--- src/rtl/bcd_clock_6d.sv ---
// bcd_clock_6d: six-digit BCD hh:mm:ss clock with set strobes and a display digit scanner
module bcd_clock_6d #(
  parameter int TICK_DIV = 1000,
  parameter int SCAN_DIV = 16
) (
  input  logic       i_clk,
  input  logic       i_rst,
  input  logic       i_run,
  input  logic       i_set_min,
  input  logic       i_set_hour,
  output logic [3:0] o_dig0,
  output logic [3:0] o_dig1,
  output logic [3:0] o_dig2,
  output logic [3:0] o_dig3,
  output logic [3:0] o_dig4,
  output logic [3:0] o_dig5,
  output logic [2:0] o_sel,
  output logic       o_tick
);
  localparam int TW = TICK_DIV > 1 ? $clog2(TICK_DIV) : 1;
  localparam int SW = SCAN_DIV > 1 ? $clog2(SCAN_DIV) : 1;
  logic [TW-1:0] tcnt;
  logic [SW-1:0] scnt;
  logic          wrap, swrap, set_any, sec_max, min_max;
  logic [7:0]    sec_inc, min_inc, hour_inc;
  assign wrap    = i_run && tcnt == TW'(TICK_DIV - 1);
  assign swrap   = scnt == SW'(SCAN_DIV - 1);
  assign set_any = i_set_min | i_set_hour;
  // next-value arithmetic for each BCD field, each wrapping within its legal range
  always_comb begin
    sec_max  = o_dig1 == 4'd5 && o_dig0 == 4'd9;
    min_max  = o_dig3 == 4'd5 && o_dig2 == 4'd9;
    sec_inc  = sec_max ? 8'h00 : o_dig0 == 4'd9 ? {o_dig1 + 4'd1, 4'd0} : {o_dig1, o_dig0 + 4'd1};
    min_inc  = min_max ? 8'h00 : o_dig2 == 4'd9 ? {o_dig3 + 4'd1, 4'd0} : {o_dig3, o_dig2 + 4'd1};
    hour_inc = (o_dig5 == 4'd2 && o_dig4 == 4'd3) ? 8'h00 :
               o_dig4 == 4'd9 ? {o_dig5 + 4'd1, 4'd0} : {o_dig5, o_dig4 + 4'd1};
  end
  // time keeping: set strobes override a coincident second tick
  always_ff @(posedge i_clk or posedge i_rst) begin
    if (i_rst) begin
      tcnt <= '0;
      o_tick <= 1'b0;
      {o_dig5, o_dig4, o_dig3, o_dig2, o_dig1, o_dig0} <= '0;
    end else begin
      tcnt <= (i_set_min || wrap) ? '0 : i_run ? tcnt + 1'b1 : tcnt;
      o_tick <= wrap && !set_any;
      if (set_any) begin
        if (i_set_min) {o_dig3, o_dig2, o_dig1, o_dig0} <= {min_inc, 8'h00};
        if (i_set_hour) {o_dig5, o_dig4} <= hour_inc;
      end else if (wrap) begin
        {o_dig1, o_dig0} <= sec_inc;
        if (sec_max) {o_dig3, o_dig2} <= min_inc;
        if (sec_max && min_max) {o_dig5, o_dig4} <= hour_inc;
      end
    end
  end
  // free-running digit scanner cycling 0..5
  always_ff @(posedge i_clk or posedge i_rst) begin
    if (i_rst) begin
      scnt <= '0;
      o_sel <= '0;
    end else begin
      scnt <= swrap ? '0 : scnt + 1'b1;
      if (swrap) o_sel <= o_sel == 3'd5 ? 3'd0 : o_sel + 3'd1;
    end
  end
endmodule

--- config.mk ---
export PLATFORM = sky130hd
export DESIGN_NAME = bcd_clock_6d
export DESIGN_NICKNAME = d
export VERILOG_FILES = /design/src/rtl/bcd_clock_6d.sv
export SDC_FILE = /design/constraint.sdc
export NUM_CORES = 1
export LEC_CHECK = 0
export ABC_AREA = 0
export BUFFER_PORTS_ARGS = -buffer_cell sky130_fd_sc_hd__buf_2
export CELL_PAD_IN_SITES_DETAIL_PLACEMENT = 0
export CELL_PAD_IN_SITES_GLOBAL_PLACEMENT = 1
export CORE_ASPECT_RATIO = 2
export CORE_MARGIN = 2
export CORE_UTILIZATION = 43
export CTS_CLUSTER_DIAMETER = 60
export DETAILED_ROUTE_END_ITERATION = 16
export HOLD_SLACK_MARGIN = 0.08
export PLACE_DENSITY_LB_ADDON = 0.1
export SLEW_MARGIN = 30
export SYNTH_ARGS = -nofsm -noshare
export SYNTH_HDL_FRONTEND = slang
export SYNTH_SLANG_ARGS = --single-unit
--- constraint.sdc ---
create_clock -name i_clk -period 2.4 [get_ports i_clk]
set_input_delay 0.36 -clock i_clk [delete_from_list [all_inputs] [get_ports i_clk]]
set_output_delay 0.36 -clock i_clk [all_outputs]
set_load 0.005 [all_outputs]
==> metrics.md, run 1 <==
| Metric | Value |
|---|---|
| Outcome | `complete, no violations` |
| Largest net degree at the start of global routing | `43` |
| DR vias/cell | `5.215` |
| Die ar. | `about 5600 µm²` |
| Nets | `273` |
| Period Utilization, post-route | `0.8689` |
| Syn avg cell area | `~10 µm²` |
| Worst-Skew Late Latency | `0.30 ns` |
| Max-Cap Viols | `0` |
| Worst slew pin tran | `between 0.5 and 0.6 ns` |
| CP Max Fanout | `7` |
| Area share of the largest cell type after synthesis | `0.4875` |
| Hold buffers post-CTS | `0` |
| Die Ht | `approximately 100 µm` |
| Clock transition at the registers of the reported paths | `about 0.08 ns` |
| Slew Limit Fails | `0` |
| Crit path time final | `about 2.1 ns` |
| Worst-case clock skew | `roughly 0.0088 ns` |
| Final std cell area, no fill | `2506 µm²` |
| DP Area | `approximately 2400 µm²` |
| Top FF cell, synth | `dfrtp_1` |
| Gp weighted congestion | `around 0.74` |
| Clk root buf | `clkbuf_8` |
| Crit path kind | `register to register` |
| Detail Placement HPWL | `roughly 3.3 mm` |
| CTS Buf Count | `5` |
| Yosys warnings | `0` |
| CTS Buffer Depth | `2` |
| Synth Area in Simple Gates | `0.2171` |
| IO buf count | `32` |
| Leakage power | `1.250 nW` |
| Post-synthesis mux area share | `0.03482` |
| Post-CTS Resized | `0` |
| Post-synth EDFFs | `0` |
| Synth area leaders | `dfrtp_1, ha_1, nor2_1` |
| Final std cells w/o fill | `312` |
| Synth area leader | `dfrtp_1` |
| Cell Count Post-Placement | `between 300 and 400` |
| Residual DRC | `0` |
| Post-synthesis net count | `about 230` |
| Seq/Total Area, Yosys | `0.4875` |
| Vias in the first global route | `between 1500 and 2000` |
| DR WL/cell | `approximately 14 µm` |
| Core area | `approximately 4900 µm²` |
| CTS tree | `yes` |
| Slew margin rel. | `0.6415` |
| Largest family of logic cells by synthesized area | `simple AND/OR/NAND/NOR gates` |
| CP arrival | `2.28 ns` |
| Cell Pwr Density | `approximately 800 nW/µm²` |
| XOR/XNOR Fraction of Synth Area | `0.05281` |
| GRT overflow | `0` |
| Starting density of the core | `0.4432` |
| Die W | `between 50 and 60 µm` |
| Worst VDD drop | `between 0.0004 and 0.0005 V` |
| Top-count cell post-synth | `dfrtp_1` |
| Antenna violations before repair | `0` |
| Synth async-reset ratio | `1.000` |
| Crit path required time | `between 2 and 3 ns` |
| Final TNS setup | `0 ns` |
| Ant diodes | `0` |
| #FFs+latches synth | `42` |
| Final setup fails | `0` |
| First-pass GRT wire length | `roughly 7.4 mm` |
| Cell Rows | `36` |
| Startpoint Class | `register` |
| DRT iter0 DRCs | `29` |
| Antenna Nets Post-Route | `0` |
| DRT Wirelength | `around 4.4 mm` |
| CTS H-tree depth | `2` |
| Post-CTS Setup Inserts | `0` |
| Layout cells sized above 1 | `0.2118` |
| DR vias | `approximately 1600` |
| Area delta synth->final | `16.25%` |
| Post-synthesis compound-gate area fraction | `0.09634` |
| Worst hold slack | `around 0.19 ns` |
| Mapped Area | `~2200 µm²` |
| RSZ-0062 raised after global routing | `no` |
| Post-synth cell types | `37` |
| Final Hold Viols | `0` |
| DRT Pass-1 Iters | `4` |
| HP Class | `primary input to async pin` |
| # clock sinks | `42` |
| Syn Inst Count | `between 200 and 250` |
| Critical Path End Type | `register` |
| Io pins | `33` |
| Post-synth top cells | `dfrtp_1, nor2_1, nand2_1` |
| Synth Area in Adders | `0.08125` |
| Total power | `2.001 mW` |
| GRT Resource Usage Total | `0.1815` |
| Fmax | `0.4796 GHz` |
## power by group
| group | internal, mW | switching (mW) | total [mW] | leakage, nW |
|---|---|---|---|---|
| clock network | 0.306 | 0.254 | 0.561 | 0.0579 |
| registers | 0.823 | 0.147 | 0.970 | 0.545 |
| logic | 0.242 | 0.229 | 0.470 | 0.647 |
## registers in the layout, summed over array words and instances, names as in the netlist
signal,flops
o_dig0,4
o_dig1,4
o_dig2,4
o_dig3,4
o_dig4,4
o_dig5,4
o_sel,3
o_tick,1
scnt,4
tcnt,10
## cells in the final DEF, fill, tap and decap left out, types with 4 or more instances in the layout
master / count
dfrtp_1: 42
buf_4: 4
inv_1: 12
nand3_1: 13
xor2_1: 9
nand3b_1: 6
buf_2: 32
ha_1: 14
nor3_1: 4
clkbuf_8: 5
a21oi_1: 4
mux2_2: 4
and3_1: 6
o31ai_1: 6
xnor2_1: 4
nand2_1: 20
nor2_1: 23
o21ai_0: 16
## final cells by class
cell class	count	area (µm²)
flip-flops and latches	42	1051
clock buffers	5	68.82
clock inverters	3	40.04
fillers	477	2359
inverters	12	45.04
multi-input cells	157	1040
repair buffers	36	190.2
well taps	57	71.32
## worst paths after layout
kind / slack, ns / startpoint / end / cells after the start
worst max-delay path: 0.31 / tcnt[0] / o_dig2[2] / 6
min in group i_clk: 0.34 / i_set_min / tcnt[4] / 2
worst max register to register: 0.31 / tcnt[0] / o_dig2[2] / 6
worst min register to register: 0.49 / scnt[0] / scnt[0] / 1
max in group asynchronous: 1.85 / i_rst / tcnt[3] / 3
worst min-delay path: 0.19 / i_rst / o_dig5[3] / 3
## logic make-up (layout without fill, tap and decap cells)
| logic type | count (synthesis) | in the layout |
|---|---|---|
| buf+inv | 16 | 56 |
| fa+ha+maj | 14 | 14 |
| xor+xnor | 13 | 13 |
| simple gates | 90 | 90 |
| flops | 42 | 42 |
| mux | 7 | 7 |
| compound gates | 33 | 33 |
## per-stage QoR
step	worst slack [ns]	util
final	0.3147	0.5152
after global routing	0.1799	0.5152
after CTS	0.3150	0.5152
after detailed placement	0.3332	0.4928
after global placement	0.3833	0.4928
after floorplan	0.4546	-
## routing by layer
| metal | GRT usage | vias up | wire (µm) | part of all wire |
|---|---|---|---|---|
| li1 | - | 815 | - | - |
| met1 | 0.1944 | 778 | 1709 | 0.39 |
| met2 | 0.3136 | 29 | 2448 | 0.56 |
| met3 | 0.05747 | 5 | 167 | 0.038 |
| met4 | 0.06964 | 0 | 81 | 0.018 |
| met5 | 0 | - | 0 | 0 |
## critical path, stage by stage (launching register included)
cell and delay (ns):
dfrtp_1 0.39, ha_1 0.21, nand3_2 0.09, o41a_1 0.51
nand2b_1 0.29, nor2_1 0.15, mux2_2 0.34
No activity file was read; power rests on OpenSTA's default activity.
==> inputs of run 2 (changes only) <==
CORE_UTILIZATION = 45   (was 43)
CTS_BUF_LIST = sky130_fd_sc_hd__clkbuf_4   (was default)
==> run 2 against run 1 <==
  * Critical path depth is the same
  * Sequential power is essentially flat
  * Global-route usage shrank 0.82 points
  * Maximum frequency grew 0.89%
  * Non-clock buffer count shrank 1
  * Clock power shrank 20%
  * Setup slack gained 0.018 ns
  * Clock skew grew 0.0036 ns
  * Critical path type unchanged
  * Largest power group unchanged
==> metrics.md, run 2 (same netlist as run 1, synthesis figures left out) <==
| Metric | Value |
|---|---|
| Max-Cap Viols | `0` |
| DRT met1 WL | `~1.6 mm` |
| Worst VDD drop | `between 0.0005 and 0.0006 V` |
| Area delta synth->final | `14.34%` |
| # clock sinks | `42` |
| IO buf count | `32` |
| Clk root buf | `clkbuf_4` |
| Die ar. | `~5400 µm²` |
| Fmax | `0.4838 GHz` |
| Post-CTS Resized | `0` |
| RSZ-0062 raised after global routing | `no` |
| Crit path required time | `2.70 ns` |
| DR WL/cell | `12.91 µm` |
| CP Max Fanout | `8` |
| Final std cells w/o fill | `309` |
| Crit path kind | `register to register` |
| Worst slew pin tran | `just over 0.5 ns` |
| Largest register by flop count | `tcnt` |
| Crit path time final | `2.067 ns` |
| Gp weighted congestion | `approximately 0.7` |
| Worst-case clock skew | `0.01234 ns` |
| Hold buffers post-CTS | `0` |
| Met2 wire length | `between 2 and 2.5 mm` |
| Cell Count Post-Placement | `roughly 300` |
| Cell Rows | `35` |
| DRT iter0 DRCs | `14` |
| Final setup fails | `0` |
| Number of flip-flops in the largest register | `10` |
| CTS Buf Count | `5` |
| Nets | `around 270` |
| Residual DRC | `0` |
| Reg area | `around 1100 µm²` |
| Detail Placement HPWL | `2.978 mm` |
| Outcome | `complete, no violations` |
| Die W | `roughly 53 µm` |
| Period Utilization, post-route | `0.8612` |
| Largest net degree at the start of global routing | `43` |
| CP arrival | `~2.4 ns` |
| Final Hold Viols | `0` |
| CTS Buffer Depth | `2` |
| Final TNS setup | `0 ns` |
| Io pins | `33` |
| DRT Pass-1 Iters | `4` |
| R2r setup slk | `roughly 0.33 ns` |
| DR WL met3 | `131 µm` |
| Ant diodes | `0` |
| Slew Limit Fails | `0` |
| Multi-input logic area | `1040 µm²` |
| First-pass GRT wire length | `just over 7 mm` |
| DRT Wirelength | `between 3 and 4 mm` |
| Vias in the first global route | `approximately 1600` |
| Die Ht | `roughly 100 µm` |
| Clock transition at the registers of the reported paths | `about 0.13 ns` |
| GRT Resource Usage Total | `0.1733` |
| HP Class | `primary input to async pin` |
| GRT overflow | `0` |
| CTS tree | `yes` |
| Leakage power | `between 1 and 1.5 nW` |
| DR vias/cell | `between 5 and 6` |
| Commonest non-fill, non-tap cell in the layout | `dfrtp_1` |
| Most frequent cells in the layout | `dfrtp_1, buf_2, nor2_1` |
| Highest routed layer | `met4` |
| Antenna violations before repair | `0` |
| Starting density of the core | `0.4688` |
| DR vias | `around 1600` |
| Core area | `4598 µm²` |
| Startpoint Class | `register` |
| Antenna Nets Post-Route | `0` |
| Fillers | `between 400 and 500` |
| Post-CTS Setup Inserts | `0` |
| Slew margin rel. | `0.6558` |
| Total power | `around 1.9 mW` |
| CTS H-tree depth | `2` |
| Critical Path End Type | `register` |
| Cell Pwr Density | `about 770 nW/µm²` |
| Worst-Skew Late Latency | `approximately 0.35 ns` |
| Layout cells sized above 1 | `0.2087` |
==> run 2: per-stage QoR <==
step                      worst slack, ns  instance area, µm²    util  hold slack [ns]
after floorplan                    0.4546                2156       -           0.4264
after global placement             0.3716                2387  0.5192           0.4648
after detailed placement           0.3375                2387  0.5192           0.4879
after CTS                          0.3127                2465  0.5361           0.1231
after global routing               0.2063                2465  0.5361           0.1598
final                              0.3332                2465  0.5361           0.1127
==> run 2: routing by layer <==
| metal | track usage | vias up |
|---|---|---|
| li1 | - | 810 |
| met1 | 0.1973 | 762 |
| met2 | 0.3106 | 25 |
| met3 | 0.03216 | 6 |
| met4 | 0.06509 | 0 |
| met5 | 0 | - |
==> run 2: worst max-delay path, stage by stage, from the launching register on <==
cell      delay (ns)
dfrtp_1         0.40
ha_1            0.21
nand3_2         0.09
o41a_1          0.52
nand3b_4        0.24
or4_1           0.48
nand2_1         0.08
==> run 2: layout make-up <==
cell class              instances  share of cell area
flip-flops and latches         42              0.4264
well taps                      55             0.02792
repair buffers                 35             0.07411
clock inverters                 3             0.01624
multi-input cells             157              0.4218
clock buffers                   5             0.01523
inverters                      12             0.01827
==> run 2: path summary, 6_finish.rpt <==
kind | depth (start not counted) | startpoint | to
worst min-delay path | 3 | i_rst | o_dig1[3]
worst min register to register | 1 | o_dig2[3] | o_dig2[3]
max in group asynchronous | 3 | i_rst | o_dig5[3]
worst max register to register | 6 | tcnt[0] | o_dig3[3]
worst max-delay path | 6 | tcnt[0] | o_dig3[3]
min in group i_clk | 2 | i_set_min | o_dig0[2]
==> run 2: report_power, final <==
group	total, mW	internal, mW	switching [mW]
Combinational	0.470	0.243	0.227
Clock	0.446	0.216	0.230
Sequential	0.971	0.823	0.148
Total	1.89	1.28	0.605
==> inputs of run 3 (changes only) <==
CORE_ASPECT_RATIO = default   (was 2)
==> run 3 against run 2 <==
  * Final area down 1.6%
  * Via count about the same
  * Critical path type unchanged
  * Largest power group unchanged
  * Critical endpoint is now o_dig2[2]
  * Power down 6.9%
  * Highest routed layer unchanged
  * Critical path depth unchanged
  * Maximum frequency down 2.7%
  * Non-clock buffer count down 1
==> metrics.md, run 3 (same netlist as run 1, synthesis figures left out) <==
| Metric | Value |
|---|---|
| GRT Resource Usage Total | `0.1696` |
| Hold buffers post-CTS | `0` |
| Reg2reg path depth | `6` |
| Worst slew pin tran | `0.5330 ns` |
| Crit path time final | `around 2.1 ns` |
| Cell Pwr Density | `approximately 720 nW/µm²` |
| IO buf count | `32` |
| Core area | `between 4000 and 5000 µm²` |
| HP Class | `primary input to async pin` |
| Largest net degree at the start of global routing | `43` |
| DRT Pass-1 Iters | `4` |
| Detail Placement HPWL | `approximately 2.8 mm` |
| RSZ-0062 raised after global routing | `no` |
| Slew Limit Fails | `0` |
| Post-CTS Resized | `0` |
| Final std cells w/o fill | `306` |
| R2r setup slk | `around 0.28 ns` |
| Io pins | `33` |
| Crit path required time | `2.64 ns` |
| Cell Rows | `25` |
| Post-CTS Setup Inserts | `0` |
| Nets | `271` |
| Cell Count Post-Placement | `299` |
| Worst VDD drop | `between 0.0004 and 0.0005 V` |
| CP cell instances | `ha_1, nand3_2, o41a_1, nand2b_1, nor2_1, mux2_2` |
| Most frequent cells in the layout | `dfrtp_1, buf_2, nor2_1` |
| CP max stage cell | `o41a_1` |
| Post-Place Worst Slack | `between 0.3 and 0.4 ns` |
| Final TNS setup | `0 ns` |
| Ant diodes | `0` |
| Vias in the first global route | `roughly 1500` |
| Number of flip-flops in the largest register | `10` |
| Antenna violations before repair | `0` |
| Area delta synth->final | `12.54%` |
| CP arrival | `about 2.4 ns` |
| Layout cells sized above 1 | `0.2024` |
| Slew margin rel. | `0.6447` |
| Clock transition at the registers of the reported paths | `between 0.1 and 0.15 ns` |
| Max-Cap Viols | `0` |
| Fillers | `between 400 and 500` |
| CTS H-tree depth | `2` |
| Final setup fails | `0` |
| Worst hold slack | `roughly 0.12 ns` |
| Largest register by flop count | `tcnt` |
| Commonest non-fill, non-tap cell in the layout | `dfrtp_1` |
| Gp weighted congestion | `about 0.76` |
| Worst-Skew Late Latency | `~0.35 ns` |
| Die ar. | `around 5400 µm²` |
| DR WL/cell | `12.72 µm` |
| Worst setup margin | `~0.28 ns` |
| DR vias/cell | `about 5.2` |
| Critical Path Max Stage Delay | `roughly 0.52 ns` |
| Layout Utilization | `0.5205` |
| CTS Buf Count | `5` |
| Residual DRC | `0` |
| CTS tree | `yes` |
| DRT Wirelength | `just under 4 mm` |
| DR vias | `1602` |
| DRT iter0 DRCs | `between 50 and 60` |
| Die W | `73.22 µm` |
| CP Max Fanout | `7` |
| RR Endpoint | `o_dig2[2]` |
| Starting density of the core | `0.4626` |
| Clk root buf | `clkbuf_4` |
| Worst-case clock skew | `0.01178 ns` |
| Startpoint Class | `register` |
| Period Utilization, post-route | `0.8848` |
| Crit path max-delay family | `simple AND/OR/NAND/NOR gates` |
| # clock sinks | `42` |
| Final Hold Viols | `0` |
| Antenna Nets Post-Route | `0` |
| Leakage power | `~1.2 nW` |
| First-pass GRT wire length | `around 7.0 mm` |
| Critical Path End Type | `register` |
| CTS Buffer Depth | `2` |
| GRT overflow | `0` |
| Fmax | `~0.47 GHz` |
| Die Ht | `around 73 µm` |
| Crit path kind | `register to register` |
| CP bufs+invs | `0` |
| Worst r2r src | `tcnt[0]` |
| Outcome | `complete, no violations` |
## run 3: how the worst max path moves through the flow
stage	start	endpoint	slack [ns]	depth (start not counted)
3_5_place_dp	tcnt[0]	o_dig2[2]	0.31	6
4_1_cts	tcnt[0]	o_dig2[2]	0.24	6
3_3_place_gp	tcnt[0]	o_dig2[2]	0.35	6
6_report	tcnt[0]	o_dig2[2]	0.28	6
2_1_floorplan	o_dig2[0]	o_dig4[2]	0.45	8
5_1_grt	tcnt[0]	o_dig2[2]	0.16	6
## run 3: area by class of cell
cell class	count	area (µm²)	area share
clock buffers	5	37.54	0.01547
inverters	12	45.04	0.01857
well taps	54	67.56	0.02785
flip-flops and latches	42	1051	0.4332
clock inverters	2	10.01	0.004126
repair buffers	34	175.2	0.07220
multi-input cells	157	1040	0.4286
## run 3: metrics by stage
stage	area (µm²)	power, mW
2_1_floorplan	2156	1.258
3_3_place_gp	2379	1.445
3_5_place_dp	2379	1.454
4_1_cts	2426	1.792
5_1_grt	2426	1.907
6_report	2426	1.755
## run 3: report_power, final
| part | switching, mW | internal [mW] |
|---|---|---|
| sequential | 0.143 | 0.823 |
| combinational | 0.225 | 0.239 |
| clock | 0.221 | 0.106 |
## run 3: metal layers
layer	global-route usage	wire, µm	vias to the layer above	share of wire
met1	0.2379	1890	763	0.49
met5	0	0	-	0
met2	0.2523	1800	21	0.46
met4	0.06173	61	0	0.016
li1	-	-	812	-
met3	0.04420	141	6	0.036
## run 3: worst register-to-register path, cell delays in order (launching register included)
cell and delay [ns]:
dfrtp_1 0.41, ha_1 0.22, nand3_2 0.10, o41a_1 0.52
nand2b_1 0.29, nor2_1 0.15, mux2_2 0.34
